File: src/rtl/sd_spi_responder.sv
// SPI-mode SD card model (card side) serving CMD0/8/55/ACMD41/16/17/24 from a byte-wide memory.
// Define SD_RESP_CRC16_EN to send a real CRC16-CCITT after read data instead of 0xFF 0xFF.
module sd_spi_responder #(
   parameter int unsigned SECT_W     = 4,
   parameter int unsigned INIT_COUNT = 2,
   parameter int unsigned NAC_BYTES  = 2,
   parameter int unsigned BUSY_BYTES = 4
) (
   input  logic              clk,
   input  logic              reset,
   input  logic              cs,
   input  logic              sclk,
   input  logic              mosi,
   output logic              miso,
   output logic [SECT_W+8:0] mem_addr,
   output logic              mem_we,
   output logic [7:0]        mem_wdata,
   input  logic [7:0]        mem_rdata,
   output logic              initialized,
   output logic [3:0]        status
);

   typedef enum logic [3:0] {
      StHunt, StCmd, StExec, StRdGap, StRdData, StRdCrc, StWrToken, StWrData, StWrCrc, StWrBusy
   } state_e;

   logic cs_meta_q, cs_sync_q, sclk_meta_q, sclk_sync_q, sclk_prev_q, mosi_meta_q, mosi_sync_q;
   logic sclk_rise, sclk_fall;

   state_e              state_q, state_d, post_q, post_d;
   logic [2:0]          bit_q, bit_d, rcnt_q, rcnt_d;
   logic [6:0]          rx_q, rx_d;
   logic [7:0]          tx_q, tx_d, nxt_q, nxt_d, cnt_q, cnt_d, acnt_q, acnt_d;
   logic [7:0]          wdata_q, wdata_d;
   logic [5:0]          cmd_q, cmd_d;
   logic [31:0]         arg_q, arg_d;
   logic [39:0]         resp_q, resp_d;
   logic [8:0]          idx_q, idx_d;
   logic [SECT_W-1:0]   sector_q, sector_d;
   logic [SECT_W+8:0]   addr_q, addr_d;
   logic                we_q, we_d, idle_q, idle_d, app_q, app_d, init_q, init_d;
   logic                byte_done;
   logic [7:0]          rx_byte, r1;

`ifdef SD_RESP_CRC16_EN
   logic [15:0] crc_q, crc_d;

   function automatic logic [15:0] crc16_byte(input logic [15:0] c, input logic [7:0] d);
      logic [15:0] r;
      r = c;
      for (int i = 7; i >= 0; i--) begin
         r = (r[15] ^ d[i]) ? ({r[14:0], 1'b0} ^ 16'h1021) : {r[14:0], 1'b0};
      end
      return r;
   endfunction
`endif

   always_ff @(posedge clk or posedge reset) begin
      if (reset) begin
         cs_meta_q   <= 1'b1;
         cs_sync_q   <= 1'b1;
         sclk_meta_q <= 1'b0;
         sclk_sync_q <= 1'b0;
         sclk_prev_q <= 1'b0;
         mosi_meta_q <= 1'b1;
         mosi_sync_q <= 1'b1;
      end else begin
         cs_meta_q   <= cs;
         cs_sync_q   <= cs_meta_q;
         sclk_meta_q <= sclk;
         sclk_sync_q <= sclk_meta_q;
         sclk_prev_q <= sclk_sync_q;
         mosi_meta_q <= mosi;
         mosi_sync_q <= mosi_meta_q;
      end
   end

   assign sclk_rise = sclk_sync_q & ~sclk_prev_q;
   assign sclk_fall = ~sclk_sync_q & sclk_prev_q;

   always_comb begin
      state_d   = state_q;
      post_d    = post_q;
      bit_d     = bit_q;
      rx_d      = rx_q;
      tx_d      = tx_q;
      nxt_d     = nxt_q;
      cmd_d     = cmd_q;
      arg_d     = arg_q;
      cnt_d     = cnt_q;
      resp_d    = resp_q;
      rcnt_d    = rcnt_q;
      idx_d     = idx_q;
      sector_d  = sector_q;
      addr_d    = addr_q;
      we_d      = 1'b0;
      wdata_d   = wdata_q;
      idle_d    = idle_q;
      app_d     = app_q;
      init_d    = init_q;
      acnt_d    = acnt_q;
`ifdef SD_RESP_CRC16_EN
      crc_d     = crc_q;
`endif
      byte_done = 1'b0;
      r1        = 8'h04 | {7'd0, idle_q};
      rx_byte   = {rx_q, mosi_sync_q};

      // cs high wins over any coincident sclk edge
      if (cs_sync_q) begin
         state_d = StHunt;
         bit_d   = 3'd0;
         tx_d    = 8'hFF;
         nxt_d   = 8'hFF;
      end else begin
         if (sclk_fall) begin
            tx_d = (bit_q == 3'd0) ? nxt_q : {tx_q[6:0], 1'b1};
         end
         if (sclk_rise) begin
            rx_d      = rx_byte[6:0];
            bit_d     = bit_q + 3'd1;
            byte_done = (bit_q == 3'd7);
         end
         // Each completed byte decides the byte shifted out in the next slot.
         if (byte_done) begin
            nxt_d = 8'hFF;
            case (state_q)
               StHunt: begin
                  if (rx_byte[7:6] == 2'b01) begin
                     cmd_d   = rx_byte[5:0];
                     cnt_d   = 8'd0;
                     state_d = StCmd;
                  end
               end
               StCmd: begin
                  if (cnt_q != 8'd4) begin
                     arg_d = {arg_q[23:0], rx_byte};
                     cnt_d = cnt_q + 8'd1;
                  end else begin
                     state_d = StExec;
                     post_d  = StHunt;
                     rcnt_d  = 3'd1;
                     app_d   = 1'b0;
                     case (cmd_q)
                        6'd0: begin
                           idle_d = 1'b1;
                           init_d = 1'b0;
                           acnt_d = 8'd0;
                           r1     = 8'h01;
                        end
                        6'd8:  r1 = 8'h01;
                        6'd55: begin
                           app_d = 1'b1;
                           r1    = {7'd0, idle_q};
                        end
                        6'd41: begin
                           if (app_q) begin
                              if (acnt_q < 8'(INIT_COUNT)) begin
                                 acnt_d = acnt_q + 8'd1;
                                 r1     = 8'h01;
                              end else begin
                                 idle_d = 1'b0;
                                 init_d = 1'b1;
                                 r1     = 8'h00;
                              end
                           end
                        end
                        6'd16: r1 = 8'h00;
                        6'd17, 6'd24: begin
                           if (idle_q) begin
                              r1 = 8'h05;
                           end else if ((arg_q >> (9 + SECT_W)) != 32'd0) begin
                              r1 = 8'h40;
                           end else begin
                              r1       = 8'h00;
                              sector_d = arg_q[SECT_W+8:9];
                              idx_d    = 9'd0;
                              addr_d   = {arg_q[SECT_W+8:9], 9'd0};
                              cnt_d    = 8'd0;
                              post_d   = (cmd_q == 6'd17) ? StRdGap : StWrToken;
`ifdef SD_RESP_CRC16_EN
                              crc_d    = 16'h0000;
`endif
                           end
                        end
                        default: ;
                     endcase
                     resp_d = {r1, 32'hFFFF_FFFF};
                     if (cmd_q == 6'd8) begin
                        resp_d = {8'h01, 16'h0000, 4'h0, arg_q[11:0]};
                        rcnt_d = 3'd5;
                     end
                  end
               end
               StExec: begin
                  nxt_d  = resp_q[39:32];
                  resp_d = {resp_q[31:0], 8'hFF};
                  rcnt_d = rcnt_q - 3'd1;
                  if (rcnt_q == 3'd1) state_d = post_q;
               end
               StRdGap: begin
                  if (cnt_q < 8'(NAC_BYTES)) begin
                     cnt_d = cnt_q + 8'd1;
                  end else begin
                     nxt_d   = 8'hFE;
                     state_d = StRdData;
                  end
               end
               StRdData: begin
                  nxt_d  = mem_rdata;
                  idx_d  = idx_q + 9'd1;
                  addr_d = {sector_q, idx_q + 9'd1};
`ifdef SD_RESP_CRC16_EN
                  crc_d  = crc16_byte(crc_q, mem_rdata);
`endif
                  if (&idx_q) begin
                     state_d = StRdCrc;
                     cnt_d   = 8'd0;
                  end
               end
               StRdCrc: begin
`ifdef SD_RESP_CRC16_EN
                  nxt_d = (cnt_q == 8'd0) ? crc_q[15:8] : crc_q[7:0];
`endif
                  cnt_d = cnt_q + 8'd1;
                  if (cnt_q == 8'd1) state_d = StHunt;
               end
               StWrToken: begin
                  if (rx_byte == 8'hFE) begin
                     state_d = StWrData;
                     idx_d   = 9'd0;
                  end
               end
               StWrData: begin
                  we_d    = 1'b1;
                  wdata_d = rx_byte;
                  addr_d  = {sector_q, idx_q};
                  idx_d   = idx_q + 9'd1;
                  if (&idx_q) begin
                     state_d = StWrCrc;
                     cnt_d   = 8'd0;
                  end
               end
               StWrCrc: begin
                  if (cnt_q == 8'd1) begin
                     nxt_d   = 8'h05;
                     state_d = StWrBusy;
                     cnt_d   = 8'd0;
                  end else begin
                     cnt_d = cnt_q + 8'd1;
                  end
               end
               StWrBusy: begin
                  if (cnt_q < 8'(BUSY_BYTES)) begin
                     nxt_d = 8'h00;
                     cnt_d = cnt_q + 8'd1;
                  end else begin
                     state_d = StHunt;
                  end
               end
               default: state_d = StHunt;
            endcase
         end
      end
   end

   always_ff @(posedge clk or posedge reset) begin
      if (reset) begin
         state_q  <= StHunt;
         post_q   <= StHunt;
         bit_q    <= '0;
         rx_q     <= '0;
         tx_q     <= 8'hFF;
         nxt_q    <= 8'hFF;
         cmd_q    <= '0;
         arg_q    <= '0;
         cnt_q    <= '0;
         resp_q   <= '1;
         rcnt_q   <= '0;
         idx_q    <= '0;
         sector_q <= '0;
         addr_q   <= '0;
         we_q     <= 1'b0;
         wdata_q  <= '0;
         idle_q   <= 1'b1;
         app_q    <= 1'b0;
         init_q   <= 1'b0;
         acnt_q   <= '0;
`ifdef SD_RESP_CRC16_EN
         crc_q    <= '0;
`endif
      end else begin
         state_q  <= state_d;
         post_q   <= post_d;
         bit_q    <= bit_d;
         rx_q     <= rx_d;
         tx_q     <= tx_d;
         nxt_q    <= nxt_d;
         cmd_q    <= cmd_d;
         arg_q    <= arg_d;
         cnt_q    <= cnt_d;
         resp_q   <= resp_d;
         rcnt_q   <= rcnt_d;
         idx_q    <= idx_d;
         sector_q <= sector_d;
         addr_q   <= addr_d;
         we_q     <= we_d;
         wdata_q  <= wdata_d;
         idle_q   <= idle_d;
         app_q    <= app_d;
         init_q   <= init_d;
         acnt_q   <= acnt_d;
`ifdef SD_RESP_CRC16_EN
         crc_q    <= crc_d;
`endif
      end
   end

   assign miso        = tx_q[7];
   assign mem_addr    = addr_q;
   assign mem_we      = we_q;
   assign mem_wdata   = wdata_q;
   assign initialized = init_q;
   assign status      = state_q;

endmodule

File: config.mk
export PLATFORM = sky130hd
export DESIGN_NAME = sd_spi_responder
export DESIGN_NICKNAME = d
export VERILOG_FILES = /design/src/rtl/sd_spi_responder.sv
export SDC_FILE = /design/constraint.sdc
export NUM_CORES = 1
export LEC_CHECK = 0
export CORE_ASPECT_RATIO = 0.75
export CORE_UTILIZATION = 54
export CTS_CLUSTER_SIZE = 40
export DETAILED_ROUTE_END_ITERATION = 16
export PLACE_DENSITY = 0.83
export SLEW_MARGIN = 5
export SYNTH_ARGS = -nofsm -noshare
export SYNTH_HDL_FRONTEND = slang
export SYNTH_SLANG_ARGS = --single-unit
File: constraint.sdc
create_clock -name clk -period 4.72 [get_ports clk]
set_input_delay 0.472 -clock clk [delete_from_list [all_inputs] [get_ports clk]]
set_output_delay 0.472 -clock clk [all_outputs]
set_load 0.03 [all_outputs]
# == Word-level counts from Yosys, hierarchy flattened ==
# Cells that the tools add are included.
# word_totals
ff_bits,176
inputBits,13
out_inout_bits,28
word_cells,192
# op_classes
add_sub_neg,5
magnitude_cmp,3
n_eq_ne,46
mux,75
bitwise,8
reduce_logical,28
# ops
operator,count
$mux W8,18
$mux W40,2
$pmux W40 S2,1
$pmux W8 S7,1
$mux W13,4
$mux W4,12
$mux W9,5
$pmux W4 S10,1
$pmux W8 S5,1
$pmux W13 S3,1
$ne A3 B3 Y1 const B,12
$pmux W7 S5,1
$reduce_bool A32 Y1,1
$reduce_and A7 Y1,4
$mux W3,9
$pmux W9 S3,1
$ne A2 B2 Y1 const B,10
$eq A6 B5 Y1 const B,3
$add A8 B1 Y8 const B,2
$eq A4 B3 Y1 const B,4
$lt A8 B2 Y1 const B,2
$pmux W8 S2,1
$reduce_and A4 Y1,4
$mux W7,2
35 further kinds,63

# == Logic depth before layout (Yosys ltp) ==
# Gate-level depths: netlist (run 1).
# depth
ltp_word,7
mapped_depth,12
mapped_depth_nobuf,11

# == Worst setup path after synthesis (run 1) ==
# Ideal clock, no wire load.
# synth_path
path_kind,register to register
start,register idx_q[0]
end,register cnt_q[3]
setup_ns,0.095
arrival_ns,2.701
required_time_ns,4.625
slack_ns,1.924
path_stages_with_launch,13
n_path_buf,2
synth_period_minus_slack_ns,2.796
cell_sequence,dfrtp_1 > ha_1 > and3_1 > and3_1 > and3_1 > ha_1 > inv_1 > a32o_1 > or4_1 > buf_2 > or2_1 > buf_6 > o31ai_1
# synth_between
elab_chain_len,3
# synth_lines
item,line,source
start: declaration,38,"logic [8:0] idx_q, idx_d;"
start signal: assignment,304,idx_q <= idx_d;
$reduce_and A9 Y1,"216, 239",
$ne A2 B1 Y1 (no source line),-,
$reduce_and A10 Y1 (no source line),-,
end signal: assignment,301,cnt_q <= cnt_d;
end: declaration,33,"logic [7:0] tx_q, tx_d, nxt_q, nxt_d, cnt_q, cnt_d, acnt_q, acnt_d;"
# Every way passes these cells.
# A chain may end at the register's enable or synchronous reset.

# == Worst setup path after layout (run 1) ==
# layout_path
start,register idx_q[0]
end,register cnt_q[7]
# Same word-level chain as after synthesis.

==> flow_summary.json, run 1 <==
{
  "fp.dieW_um": 144,
  "cp-end-kind": "flop",
  "hp-class": "reg2reg",
  "tritoncts": "done",
  "maxSlewViolCount": 0,
  "dr.first_iter.drc_count": 568,
  "hold_viol_final": 0,
  "synth_area_leaders": "dfrtp_1, dfstp_2, mux2_2, o21ai_0, nand2_1",
  "clkPwrFrac": 0.451,
  "grt_pass1_wl_um": 29400,
  "holdPathStages": 0,
  "r2r_slack_ns": 1.54,
  "intPower_uw": 2380,
  "yosysWarnings": 0,
  "clockBufferDepth": 2,
  "synth_ff_type": "dfrtp_1",
  "avgSynthCellArea_um2": 10.5,
  "switching_share": 0.226,
  "fmax_ghz": 0.314,
  "synth_seq_cells": 175,
  "seq_area_frac_synth": 0.547,
  "r2r_cells": 10,
  "ctsHoldBuffers": 0,
  "cp_slowest_cell": "or4_1",
  "async_reset_ff_frac": 1.00,
  "htree_levels": 4,
  "synth_simple_gate_area_share": 0.152,
  "leakage_uw": 0.00402,
  "power.density_mw_per_mm2": 331,
  "run_status": "finished, final reports clean",
  "synth_top_family_by_area": "compound AO/OA/AOI/OAI gates",
  "synth_mux_area_frac": 0.100,
  "synthXorXnorAreaFrac": 0.00537,
  "fin_crit_sh": 0.675,
  "cp_slowest_stage_delay_ns": 0.69,
  "core_mm2": 0.0146,
  "syn_area_mm2": 0.00815,
  "required_ns": 5.05,
  "synthAdderAreaFrac": 0.0154,
  "via_per_inst": 5.98,
  "ir_drop_v": 0.000281,
  "boundaryPins": 41,
  "crit_type": "reg2reg",
  "start_kind": "flop",
  "rsz0062_at_grt": "false",
  "ys_types": 65,
  "postCtsResizedCells": 0,
  "placement_rows": 38,
  "synth_top_area_frac": 0.350,
  "power_uw": 3080,
  "grt_antenna_before_repair": 0,
  "clkTransAtPathRegs_ns": 0.07,
  "crit_path_max_fanout": 10,
  "critPathMostFrequentCell": "and3_1",
  "nNetsFinal": 817,
  "r2r-start": "idx_q[0]",
  "vias": 6021,
  "area_growth_pct": 13.9,
  "fp.dieH_um": 108,
  "grt_usage": 0.248,
  "r2r-end": "cnt_q[7]",
  "synth_common_cells": "dfrtp_1, o21ai_0, nand2_1",
  "cts_sinks": 175,
  "crit_end": "cnt_q[7]",
  "yosys.cell_count.top_type": "dfrtp_1",
  "dieArea_mm2": 0.0156,
  "grt_overflow": 0,
  "clkLatencyLatePin_ns": 0.43,
  "switchingPower_uw": 695,
  "slew_headroom": 0.304,
  "pwr-share-seq": 0.515,
  "grt_max_degree": 176,
  "min_period_ns": 3.18,
  "synth_compound_area_frac": 0.152,
  "synth_top_area_cell": "dfrtp_1",
  "drive_above_1_share": 0.213,
  "cp.arrival_ns": 3.52,
  "cts_setup_buffers": 0,
  "port_buffers": 40,
  "synth_edf_count": 0,
  "detail-route-antenna-nets": 0,
  "clock-root-buffer": "clkbuf_16",
  "worstMarginPinSlew_ns": 1.04,
  "maxCapViolCount": 0,
  "hpwl_um": 11800,
  "drt-total-wl_um": 17600,
  "initial_core_util": 0.558,
  "synthCells": 773,
  "pwr-share-comb": 0.034,
  "drtPass1Iterations": 6,
  "worstPathCellList": "ha_1 > and3_1 > and3_1 > and3_1 > ha_1 > inv_1 > a32o_1 > or4_1 > or2_1 > o31ai_1",
  "skew_ns": 0.0112,
  "synth_nets": 796,
  "grt_pass1_vias": 5705,
  "cp-startpoint": "idx_q[0]",
  "setup_tns_ns": 0,
  "finalSetupViolations": 0,
  "insertedDiodeCount": 0,
  "routedWlPerCell_um": 17.5,
  "drcViolationCount": 0,
  "gp_congestion": 0.934,
  "cts_buffers": 17
}
## routing by layer
metal  vias to the layer above  global-route usage  wire [µm]
met2                       184               0.363       7770
met4                         0              0.0836        254
met5                         -                   0          0
met3                        21              0.0496       1000
li1                       2826                   -          -
met1                      2990               0.367       8600
## final cells by class
type	instances	area, µm²
multi-input combinational	541	3490
tap	200	250
sequential	175	4460
inverter	13	52.6
clock inverter	12	136
fill	1195	5310
timing repair buffer	46	458
clock buffer	20	447
## critical path: cells and delay by family, from the launching register on
family | cells | cell delay (ns)
simple gates | 5 | 1.68
compound gates | 2 | 0.49
flops | 1 | 0.45
fa+ha+maj | 2 | 0.41
buf+inv | 1 | 0.06
## flip-flops by register name, summed over array words and instances, names as in the netlist, 3 cells and up
| register | flops |
|---|---|
| acnt_q | 8 |
| post_q | 3 |
| resp_q | 40 |
| sector_q | 4 |
| bit_q | 3 |
| cmd_q | 6 |
| rx_q | 7 |
| idx_q | 9 |
| nxt_q | 8 |
| rcnt_q | 3 |
| mem_addr | 13 |
| tx_q | 8 |
| arg_q | 32 |
| cnt_q | 8 |
| mem_wdata | 8 |
| status | 4 |
## cell families (layout without fill, tap and decap cells)
group	Yosys count	after routing
simple gates	247	247
compound gates	205	205
flops	175	175
mux	74	74
buf+inv	57	91
fa+ha+maj	10	10
xor+xnor	5	5
## how the worst min path moves through the flow
stage / start / endpoint / slack, ns
floorplan: sclk_meta_q / sclk_sync_q / 0.33
global placement: sclk_meta_q / sclk_sync_q / 0.33
detailed placement: sclk_meta_q / sclk_sync_q / 0.34
CTS: sclk_meta_q / sclk_sync_q / 0.36
global route: sclk_meta_q / sclk_sync_q / 0.36
finish: sclk_meta_q / sclk_sync_q / 0.35
## power by group through the flow
stage / Combinational, µW / Sequential [µW] / Clock, µW
global route: 116 / 1590 / 1470
detailed placement: 106 / 1610 / 0
floorplan: 76.2 / 1590 / 0
global placement: 103 / 1610 / 0
finish: 104 / 1590 / 1390
CTS: 106 / 1590 / 1410
## layout by cell type (no fill, tap or decap), types with 5 or more instances in the layout
| master | count |
|---|---|
| o31ai_1 | 8 |
| nor3_1 | 13 |
| o21ai_0 | 103 |
| nor2b_1 | 12 |
| nor2_1 | 63 |
| nand4_1 | 5 |
| dfrtp_1 | 114 |
| a211o_1 | 7 |
| clkdlybuf4s50_1 | 40 |
| a22o_1 | 10 |
| inv_1 | 12 |
| mux2i_1 | 14 |
| a21oi_1 | 26 |
| nor4_1 | 8 |
| ha_1 | 10 |
| nand3_1 | 14 |
| nand2_1 | 73 |
| o211ai_1 | 5 |
| or3_1 | 8 |
| dfstp_2 | 61 |
| a22oi_1 | 13 |
| mux2_2 | 60 |
| clkbuf_16 | 17 |
| and3_1 | 10 |
| nand2b_1 | 9 |
| buf_4 | 5 |
## metrics by stage
step           hold WS (ns)  utilization  instances  cell area (µm²)  setup WS, ns
2_1_floorplan         0.331            -        773             8150          1.92
3_3_place_gp          0.334        0.596        975             8700          1.66
3_5_place_dp          0.345        0.596        975             8700          1.57
4_1_cts               0.356        0.636       1007             9290          1.57
5_1_grt               0.358        0.636       1007             9290          1.28
6_report              0.348        0.636       1007             9290          1.54
(Power assumes the default switching activity.)
==> inputs of run 2 (changes only) <==
clock period = 2.75 ns   (was 4.72 ns; I/O delays follow)
==> run 2 against run 1 <==
  * Register-to-register slack got worse by 1.5 ns
  * Die area did not move
  * Sequential power rose by 71%
  * Highest routed layer unchanged
  * Largest power group unchanged
  * Utilization rose by 2.0 points
  * Setup slack got worse by 1.5 ns
  * Non-clock buffer count rose by 38
  * Clock-buffer cell count did not move
  * Worst hold slack got worse by 0.096 ns
==> flow_summary.json, run 2 (synthesis results as in run 1) <==
{
  "grt_max_degree": 40,
  "insertedDiodeCount": 0,
  "cp-end-kind": "flop",
  "drive_above_1_share": 0.256,
  "grt_pass1_wl_um": 30300,
  "dieArea_mm2": 0.0156,
  "grt_overflow": 0,
  "fmax_ghz": 0.368,
  "maxSlewViolCount": 0,
  "dr.first_iter.drc_count": 492,
  "routedWlPerCell_um": 18.0,
  "nNetsFinal": 855,
  "fp.dieW_um": 144,
  "port_buffers": 40,
  "finalSetupViolations": 0,
  "final_common_cell": "dfrtp_1",
  "detail-route-antenna-nets": 0,
  "hold_start": "mosi",
  "gp_congestion": 0.942,
  "hold_viol_final": 0,
  "fp.dieH_um": 108,
  "core_mm2": 0.0146,
  "tritoncts": "done",
  "leakage_uw": 0.00420,
  "placement_rows": 38,
  "maxCapViolCount": 0,
  "clock-root-buffer": "clkbuf_16",
  "initial_core_util": 0.558,
  "dp.cells": 1011,
  "fin_cells": 1045,
  "required_ns": 3.05,
  "hpwl_um": 12800,
  "grt_pass1_vias": 5934,
  "start_kind": "flop",
  "power.density_mw_per_mm2": 534,
  "run_status": "finished, final reports clean",
  "drt-total-wl_um": 18800,
  "holdWs_ns": 0.251,
  "area_growth_pct": 17.5,
  "crit_type": "reg2reg",
  "ir_drop_v": 0.000377,
  "grt_antenna_before_repair": 0,
  "slew_headroom": 0.353,
  "clkLatencyLatePin_ns": 0.43,
  "r2r-start": "idx_q[1]",
  "cts_buffers": 17,
  "cp-startpoint": "idx_q[1]",
  "power_uw": 5110,
  "vias": 6219,
  "drcViolationCount": 0,
  "grt_usage": 0.257,
  "cts_sinks": 175,
  "worstMarginPinSlew_ns": 0.967,
  "final_cell_mix": "dfrtp_1, o21ai_0, nand2_1",
  "skew_ns": 0.00788,
  "cp.arrival_ns": 3.02,
  "fill_cells": 1105,
  "drtPass1Iterations": 7,
  "regMostFlops": "resp_q",
  "via_per_inst": 5.95,
  "clkTransAtPathRegs_ns": 0.06,
  "min_period_ns": 2.72,
  "clockBufferDepth": 2,
  "crit_path_max_fanout": 9,
  "hp-class": "in2reg",
  "htree_levels": 4,
  "boundaryPins": 41,
  "fin_crit_sh": 0.989,
  "largest_reg_flops": 40
}
run 2: cell types whose count changed in the layout (fill, tap and decap cells not counted), moves of 2 or more:
cell and delta:
buf_4 +36, bufinv_16 -2, and3_1 -2, o31ai_1 -2
inv_6 -2, clkinv_4 +2, and3_4 +2, buf_12 +2
o31ai_2 +2
run 2: layer usage:
metal  global-route usage  share of wire
met1                0.364           0.45
met2                0.391           0.45
met3               0.0633          0.076
met4               0.0775          0.017
met5                    0              0
run 2: timing repair:
action	in CTS	in global routing
hold endpoints to repair	0	0
pin swaps	0	0
buffers inserted	0	2
gates resized for setup	1	3
endpoints found under the setup margin	1	6
hold buffers	0	0
run 2: cell type report:
type / count / area [µm²] / area share
multi-input combinational: 541 / 3520 / 0.367
timing repair buffer: 84 / 768 / 0.0802
inverter: 13 / 52.6 / 0.00549
sequential: 175 / 4460 / 0.465
clock inverter: 12 / 88.8 / 0.00927
clock buffer: 20 / 447 / 0.0466
tap: 200 / 250 / 0.0261
run 2: stage by stage:
step	instance area (µm²)	util	setup WS [ns]	TNS [ns]
6_report	9580	0.656	0.0292	0
5_1_grt	9580	0.656	-0.0591	-0.0591
4_1_cts	9550	0.654	0.00869	0
3_5_place_dp	9010	0.617	0.0241	0
3_3_place_gp	9010	0.617	0.129	0
2_1_floorplan	8170	-	0.0572	0
run 2: report_power, final:
group / internal [µW] / switching [µW] / total, µW / leakage, µW
combinational: 88.1 / 107 / 195 / 0.00173
sequential: 2640 / 76.1 / 2720 / 0.00221
clock: 1180 / 1020 / 2200 / 0.000260
total: 3910 / 1200 / 5110 / 0.00420
run 2: critical path: stages (launching register included):
cell and delay (ns):
dfrtp_1 0.40, ha_2 0.21, and3_4 0.19, and3_4 0.19, and3_1 0.16, ha_1 0.14
inv_1 0.05, a32o_1 0.24, or4_4 0.43, buf_4 0.19, o31ai_2 0.27, o21ai_1 0.11
run 2: final timing paths:
kind | end | cells past startpoint | slack, ns
worst min-delay path | mosi_meta_q | 1 | 0.25
min in group asynchronous | bit_q[2] | 2 | 0.28
worst min register to register | sclk_sync_q | 0 | 0.35
worst max register to register | cnt_q[2] | 11 | 0.03
worst max-delay path | cnt_q[2] | 11 | 0.03
max in group asynchronous | cs_meta_q | 3 | 1.66
